[config.mk]
export PLATFORM = sky130hd
export DESIGN_NAME = mem_request_master
export DESIGN_NICKNAME = d
export VERILOG_FILES = /design/src/rtl/mem_master_pkg.sv /design/src/rtl/byte_lane_steer.sv /design/src/rtl/mem_request_master.sv
export SDC_FILE = /design/constraint.sdc
export NUM_CORES = 1
export LEC_CHECK = 0
export CAP_MARGIN = 5
export CORE_ASPECT_RATIO = 0.8
export CORE_MARGIN = 2
export CORE_UTILIZATION = 40
export DETAILED_ROUTE_END_ITERATION = 10
export PLACE_DENSITY = 0.82
export SYNTH_ARGS = -nofsm -noshare
export SYNTH_HDL_FRONTEND = slang
export SYNTH_SLANG_ARGS = --single-unit
[constraint.sdc]
create_clock -name clk -period 2.6 [get_ports clk]
set_clock_uncertainty 0.2 [all_clocks]
set_input_delay 0.65 -clock clk [delete_from_list [all_inputs] [get_ports clk]]
set_output_delay 0.65 -clock clk [all_outputs]
set_load 0.005 [all_outputs]
[src/rtl/mem_master_pkg.sv]
`default_nettype none
// ============================================================================
// Module      : mem_master_pkg
// Description : Shared types and constants for the 16-bit memory request
//               master: controller state encoding, byte-enable patterns and
//               the memory word type.
// Revision    : 1.0 - initial release
// ============================================================================
package mem_master_pkg;

    typedef logic [15:0] mem_word_t;

    typedef enum logic [1:0] {
        IDLE = 2'd0,
        BUSY = 2'd1,
        DONE = 2'd2
    } state_e;

    localparam logic [1:0] BE_WORD = 2'b11;
    localparam logic [1:0] BE_LO   = 2'b01;
    localparam logic [1:0] BE_HI   = 2'b10;

endpackage
`default_nettype wire

[src/rtl/byte_lane_steer.sv]
`default_nettype none
// ============================================================================
// Module      : byte_lane_steer
// Description : Combinational lane steering for 16-bit memory accesses.
//               Write side: byte enables and replicated store data from the
//               access size and address bit 0.
//               Read side: selects and zero-extends the addressed byte lane.
// Ports       : i_byte/i_lane/i_wdata       -> o_be/o_wdata   (write path)
//               i_rd_byte/i_rd_lane/i_rdata -> o_rdata        (read path)
// Revision    : 1.0 - initial release
// ============================================================================
module byte_lane_steer
    import mem_master_pkg::*;
(
    input  logic       i_byte,
    input  logic       i_lane,
    input  mem_word_t  i_wdata,
    output logic [1:0] o_be,
    output mem_word_t  o_wdata,
    input  logic       i_rd_byte,
    input  logic       i_rd_lane,
    input  mem_word_t  i_rdata,
    output mem_word_t  o_rdata
);

    // A byte store drives the same byte on both lanes; the enables decide
    // which lane the memory actually commits.
    always_comb begin
        o_be    = BE_WORD;
        o_wdata = i_wdata;
        if (i_byte) begin
            o_be    = i_lane ? BE_HI : BE_LO;
            o_wdata = {i_wdata[7:0], i_wdata[7:0]};
        end
    end

    always_comb begin
        o_rdata = i_rdata;
        if (i_rd_byte) begin
            o_rdata = i_rd_lane ? {8'h00, i_rdata[15:8]} : {8'h00, i_rdata[7:0]};
        end
    end

endmodule
`default_nettype wire

[src/rtl/mem_request_master.sv]
`default_nettype none
// ============================================================================
// Module      : mem_request_master
// Description : Initiator-side controller for the 16-bit memory handshake.
//               Accepts one CPU load/store at a time, presents a held,
//               lane-steered request to memory until mem_resp, then returns
//               aligned read data with a one-cycle cpu_done pulse.
// Ports       : clk, rst (sync, active-high)
//               cpu_req_* / cpu_addr / cpu_wdata  : CPU request side
//               cpu_done / cpu_rdata / cpu_err    : CPU completion side
//               mem_read/mem_write/mem_byte_enable/mem_address/mem_wdata,
//               mem_resp/mem_rdata                : memory port
// Config      : MEM_TIMEOUT_EN - abort BUSY after TIMEOUT_CYCLES cycles
//               without mem_resp and flag cpu_err with cpu_done.
// Revision    : 1.0 - initial release
// ============================================================================
module mem_request_master
    import mem_master_pkg::*;
#(
    parameter int TIMEOUT_CYCLES = 1024
) (
    input  logic       clk,
    input  logic       rst,
    input  logic       cpu_req_valid,
    output logic       cpu_req_ready,
    input  logic       cpu_req_write,
    input  logic       cpu_req_byte,
    input  logic [15:0] cpu_addr,
    input  logic [15:0] cpu_wdata,
    output logic       cpu_done,
    output logic [15:0] cpu_rdata,
    output logic       cpu_err,
    output logic       mem_read,
    output logic       mem_write,
    output logic [1:0] mem_byte_enable,
    output logic [15:0] mem_address,
    output logic [15:0] mem_wdata,
    input  logic       mem_resp,
    input  logic [15:0] mem_rdata
);

    localparam logic [1:0] c_S_IDLE = IDLE;
    localparam logic [1:0] c_S_BUSY = BUSY;
    localparam logic [1:0] c_S_DONE = DONE;

    logic [1:0] r_state;
    logic       r_ready;
    logic       r_done;
    logic       r_err;
    logic       r_read;
    logic       r_write;
    logic [1:0] r_be;
    mem_word_t  r_addr;
    mem_word_t  r_wdata;
    mem_word_t  r_rdata;
    logic       r_lane;
    logic       r_byte;

    logic       w_accept;
    logic       w_timeout;
    logic [1:0] w_be;
    mem_word_t  w_wdata;
    mem_word_t  w_rd_aligned;

    // r_ready is high exactly in IDLE, so this is the only accept condition.
    assign w_accept = r_ready & cpu_req_valid;

    byte_lane_steer u_steer (
        .i_byte    (cpu_req_byte),
        .i_lane    (cpu_addr[0]),
        .i_wdata   (cpu_wdata),
        .o_be      (w_be),
        .o_wdata   (w_wdata),
        .i_rd_byte (r_byte),
        .i_rd_lane (r_lane),
        .i_rdata   (mem_rdata),
        .o_rdata   (w_rd_aligned)
    );

`ifdef MEM_TIMEOUT_EN
    localparam int c_CNT_W = $clog2(TIMEOUT_CYCLES + 1);
    localparam logic [c_CNT_W-1:0] c_CNT_LAST = c_CNT_W'(TIMEOUT_CYCLES - 1);

    logic [c_CNT_W-1:0] r_cnt;

    always_ff @(posedge clk) begin
        if (rst) begin
            r_cnt <= '0;
        end else if (w_accept) begin
            r_cnt <= '0;
        end else if (r_state == c_S_BUSY) begin
            r_cnt <= r_cnt + c_CNT_W'(1);
        end
    end

    // r_cnt counts BUSY cycles already elapsed; the edge ending the
    // TIMEOUT_CYCLES-th BUSY cycle is the abort edge.
    assign w_timeout = (r_state == c_S_BUSY) && (r_cnt == c_CNT_LAST);
`else
    logic w_unused_timeout;
    assign w_unused_timeout = (TIMEOUT_CYCLES > 0);
    assign w_timeout        = 1'b0;
`endif

    always_ff @(posedge clk) begin
        if (rst) begin
            r_state <= c_S_IDLE;
            r_ready <= 1'b1;
            r_done  <= 1'b0;
            r_err   <= 1'b0;
            r_read  <= 1'b0;
            r_write <= 1'b0;
            r_be    <= 2'b00;
            r_addr  <= '0;
            r_wdata <= '0;
            r_rdata <= '0;
            r_lane  <= 1'b0;
            r_byte  <= 1'b0;
        end else begin
            r_done <= 1'b0;
            r_err  <= 1'b0;
            case (r_state)
                c_S_IDLE: begin
                    if (w_accept) begin
                        r_state <= c_S_BUSY;
                        r_ready <= 1'b0;
                        r_read  <= ~cpu_req_write;
                        r_write <= cpu_req_write;
                        r_be    <= w_be;
                        r_addr  <= {cpu_addr[15:1], 1'b0};
                        r_wdata <= w_wdata;
                        r_lane  <= cpu_addr[0];
                        r_byte  <= cpu_req_byte;
                    end
                end
                c_S_BUSY: begin
                    // mem_resp has priority over a coincident timeout.
                    if (mem_resp) begin
                        if (r_read) begin
                            r_rdata <= w_rd_aligned;
                        end
                        r_read  <= 1'b0;
                        r_write <= 1'b0;
                        r_done  <= 1'b1;
                        r_state <= c_S_DONE;
                    end else if (w_timeout) begin
                        r_read  <= 1'b0;
                        r_write <= 1'b0;
                        r_done  <= 1'b1;
                        r_err   <= 1'b1;
                        r_state <= c_S_DONE;
                    end
                end
                c_S_DONE: begin
                    r_state <= c_S_IDLE;
                    r_ready <= 1'b1;
                end
                default: begin
                    r_state <= c_S_IDLE;
                    r_ready <= 1'b1;
                    r_read  <= 1'b0;
                    r_write <= 1'b0;
                end
            endcase
        end
    end

    assign cpu_req_ready   = r_ready;
    assign cpu_done        = r_done;
    assign cpu_err         = r_err;
    assign cpu_rdata       = r_rdata;
    assign mem_read        = r_read;
    assign mem_write       = r_write;
    assign mem_byte_enable = r_be;
    assign mem_address     = r_addr;
    assign mem_wdata       = r_wdata;

endmodule
`default_nettype wire

## After elaboration in Yosys (flattened, before gate mapping)

Index checks and enable logic that the tools add are counted.
W data, S select, Z words.

- Input bits: 54
- Register bits after elaboration: 57
- Output and inout bits: 55
- Word-level logic and storage cells: 42

- Eq/ne operators: 4
- Reductions and logical operators: 7
- Bitwise logic cells: 4
- Mux-type cells: 16

Operators with widths:

| operator | count |
|---|---|
| $mux W16 | 2 |
| $mux W2 | 4 |
| $mux W8 | 1 |
| $pmux W1 S3 | 2 |
| $reduce_and A2 Y1 | 3 |
| $reduce_and A3 Y1 | 2 |
| $mux W1 | 5 |
| $ne A2 B2 Y1 const B | 2 |
| $pmux W2 S2 | 1 |
| $not A1 Y1 | 3 |
| $eq A2 B1 Y1 const B | 1 |
| $eq A2 B2 Y1 const B | 1 |
| $logic_not A2 Y1 | 1 |
| $pmux W1 S2 | 1 |
| $reduce_or A2 Y1 | 1 |
| $and A1 B1 Y1 | 1 |

## Depth between registers and ports, before layout

- Word-level depth: 3
- Mapped depth: 6
- Mapped depth without buffers: 3

## By module

From an unflattened synthesis, not the netlist that was laid out.

- Cells, all modules: 283
- Area, all modules: 2457.4 um^2

By module, submodules not included:

| module | cells an instance | area each (um^2) | instances | sequential area each (um^2) |
|---|---|---|---|---|
| mem_request_master | 247 | 2120.8 | 1 | 1141.1 |
| byte_lane_steer | 36 | 336.6 | 1 | 0.0 |

## Least setup slack after synthesis

No wires, ideal clock.

- Path type: input to register
- Start point: input cpu_req_valid
- End point: register r_lane
- Path buffers: 2
- Data arrival time: 1395 ps
- Required time: 2330 ps
- Stages: 5
- Path slack: 935 ps
- Setup time: 70 ps
- Cell sequence: nand4bb_1 buf_2 clkbuf_1 nand2_1 a21oi_1

- Longest elaborated chain between the ends: 2

RTL lines:

| element | line | source |
|---|---|---|
| start, declared | mem_request_master.sv:24 | `input logic cpu_req_valid,` |
| $and A1 B1 Y1 | mem_request_master.sv:66 | `assign w_accept = r_ready & cpu_req_valid;` |
| $reduce_and A2 Y1 (no source line) | n/a |  |
| end signal, assigned | mem_request_master.sv:132 | `r_lane <= cpu_addr[0];` |
| end, declared | mem_request_master.sv:56 | `logic r_lane;` |

Every way passes these cells.
A chain may end at the register's enable or synchronous reset.

## Final worst setup path

- Start point: register r_read, in the netlist mem_read
- End point: output mem_read

RTL lines:

| element | line | source |
|---|---|---|
| start, declared | mem_request_master.sv:50 | `logic r_read;` |
| start signal, assigned | mem_request_master.sv:127 | `r_read <= ~cpu_req_write;` |
| end, declared | mem_request_master.sv:33 | `output logic mem_read,` |

No word-level cell between the ends.

==> results by group <==
Synthesis
  • Syn Std Cell Area: 0.00226 mm²
  • Synth unique cells: 26
  • Synth cell count leaders: nand2_1, dfxtp_1, a21oi_1
  • Cell taking the most area after synthesis: dfxtp_1
  • Syn Area/Cell: 8.56 µm²
  • Post-synth ARST share: 0%
  • Yosys top cell area share: 50.5%
  • Gate Count Post-Synth: 264
  • Yosys synthesis warning count: 0
  • Top-count cell post-synth: nand2_1
  • Sequential area share after synthesis: 50.5%
  • Synth top area cells: dfxtp_1, nand2_1, a21oi_1, a211oi_1, mux2i_1
  • EDFF count, synth: 0
  • Ys flop type: dfxtp_1
  • #FFs+latches synth: between 50 and 60

Critical path
  • Critical Path Sink: mem_read
  • Largest delay contributor family on the critical path: buffers and inverters
  • Max incr delay on CP: 520 ps
  • CP cell instances: clkdlybuf4s50_1
  • Class of the most critical setup path: flop to primary output
  • Buf/Inv on CP: 1
  • Worst r2r src: r_state[1]
  • Reg2reg setup slack: 1000 ps
  • Crit. End Element: primary output
  • Data arrival time of the worst path: 1230 ps
  • Crit-path max FO: 4
  • RR Endpoint: mem_byte_enable[0]
  • CP Data Required Time: 1750 ps
  • CP startpoint kind: flop
  • Slowest CP cell: clkdlybuf4s50_1
  • Worst path depth: 1
  • R2r worst-path depth: 4
  • CP startpoint: mem_read

Timing
  • Max-slew violation count: 0
  • RSZ-0062 raised after global routing: no
  • Min Hold Slack: 252 ps
  • Finish-stage setup viols: 0
  • Post-route minimum period: 2080 ps
  • F_max: 481 MHz
  • Relative slew margins: 59.7%
  • Final TNS setup: 0 ps
  • Final hold vios: 0
  • Final cycle utilization of the critical path: 79.9%
  • Worst-Margin Slew: 603 ps

Flow run
  • Max Cap Viol: 0

Clocking
  • Clock root cell: clkbuf_8
  • Clk slew on worst S/H paths: around 60 ps
  • TritonCTS clock tree: built
  • Worst-Skew Late Latency: 320 ps
  • Hold_buf cts: 0
  • Post-CTS resize count: 0
  • Post-CTS setup buffer count: 0
  • Clock buffer depth: 2
  • H-tree lvl count: 3
  • Cts bufs inserted: 9
  • Sinks on Clock Net: 57

GRT
  • Total GRT Usage: between 10% and 20%
  • Total gr overflow: 0
  • Largest net degree at the start of global routing: 46
  • Antenna violations before repair: 0
  • First-pass GRT wire length: 9500 µm
  • Via count of the first global-routing pass: 2112

Layout
  • Area growth from synthesis to layout: 54.5%
  • Share of cells above drive strength 1: 6.25%
  • Multi-input gate area: roughly 960 µm²
  • Fill cells: about 480
  • Reg area: 0.00114 mm²
  • Layout Nets: around 420
  • ANT cells: 0

Drt
  • Final wirelength: 5860 µm
  • 1st-iter DRT viols: 92
  • Drt via density: a little under 5
  • WL per Instance: around 13 µm
  • DRC errors left: 0
  • Final ANT Viol Nets: 0
  • TritonRoute pass-1 iters: 4
  • Via count: approximately 2200

Pwr
  • Pleak: 1.24 nW
  • Maximum vdd drop: 0.324 mV
  • Switch Pwr: 0.000498 W
  • Clock group share of total power: 34.9%
  • Sequential Power Share: between 40% and 50%
  • Net Sw Frac: 24.5%
  • Combinational Power Share: between 10% and 20%
  • Cell internal pwr: 0.00154 W
  • Power per cell area: between 500 and 600 mW/mm²

Place
  • Hpwl dp: 4190 µm
  • GPL Wtd Cong: 0.804
  • Port Buffers: between 100 and 150

Die
  • Row Count: 24
  • Die X: between 80 and 90 µm
  • Starting Density: 41.3%
  • Core box area: ~0.0055 mm²
  • Io pins: 109
  • Die Area: 0.00627 mm²
  • Die H: between 70 and 80 µm

Hold path
  • Worst hold path type: flop to flop

Outcome
  • Outcome: complete, no violations
-- worst min-delay path by stage --
stage               cells past startpoint  slack (ps)             to           from
global placement                        2         240   mem_wdata[4]   mem_wdata[4]
CTS                                     2         260  cpu_rdata[10]  cpu_rdata[10]
global route                            2         280   mem_wdata[3]   mem_wdata[3]
finish                                  2         250  cpu_rdata[10]  cpu_rdata[10]
floorplan                               2         250  cpu_rdata[10]  cpu_rdata[10]
detailed placement                      2         250  cpu_rdata[13]  cpu_rdata[13]
-- power groups by stage --
stage / Combinational, W / Sequential [W] / Clock [W]
6_report: 0.000357 / 0.000967 / 0.000710
5_1_grt: 0.000391 / 0.000973 / 0.000772
4_1_cts: 0.000360 / 0.000967 / 0.000733
3_5_place_dp: 0.000359 / 0.000986 / 0
3_3_place_gp: 0.000350 / 0.000983 / 0
2_1_floorplan: 0.000162 / 0.000979 / 0
-- flip-flops by register name, summed over array words and instances, names as in the netlist, 2 cells and up --
name	flops
r_state	2
mem_address	15
mem_wdata	16
mem_byte_enable	2
cpu_rdata	16
-- tightest hold or removal path, cell delays in order (launching register included) --
cell and delay (ps):
dfxtp_1 310, nand2_1 50, a21oi_1 50
-- layer usage --
layer	up-vias	wire [µm]	track usage, %
li1	1100	-	-
met1	1008	2510	24.1
met2	79	2810	31.2
met3	4	500	8.18
met4	0	42	5.05
met5	-	0	0
-- layout make-up --
type | count | share of cell area [%]
multi-input combinational | 183 | 27.6
clock inverter | 3 | 0.430
sequential | 57 | 32.7
timing repair buffer | 112 | 31.9
tap | 78 | 2.80
clock buffer | 13 | 4.55
-- cells by family after synthesis --
group,Yosys count,synth area share (%)
DFF,57,50.5
buffers and inverters,25,6.98
muxes,8,3.54
and+or+nand+nor,109,22.3
other,1,0.166
AOI/OAI and AO/OA,64,16.6
-- per-stage QoR --
stage          instance area (µm²)  worst slack [ps]  util, %  instances  total power (W)
2_1_floorplan                 2260               935        -        265          0.00114
3_3_place_gp                  3320               403     60.7        430          0.00133
3_5_place_dp                  3320               345     60.7        430          0.00134
4_1_cts                       3490               503     63.9        446          0.00206
5_1_grt                       3490               478     63.9        446          0.00214
6_report                      3490               522     63.9        446          0.00203
-- placed cells by master, fill, tap and decap left out, drive strengths merged --
cell type / n
clkbuf: 13
buf: 7
o21a: 1
mux2i: 8
and4bb: 1
nand3: 10
dfxtp: 57
nor3: 2
and4b: 1
o21bai: 1
conb: 2
a211oi: 14
o211ai: 1
a311oi: 3
or3b: 1
o21ai: 2
nor4bb: 2
clkinv: 3
nor3b: 1
a21oi: 42
nor2: 20
nand4b: 1
nand2: 61
nand3b: 8
clkdlybuf4s50: 105
nand4bb: 1
No activity file was read; power rests on OpenSTA's default activity.
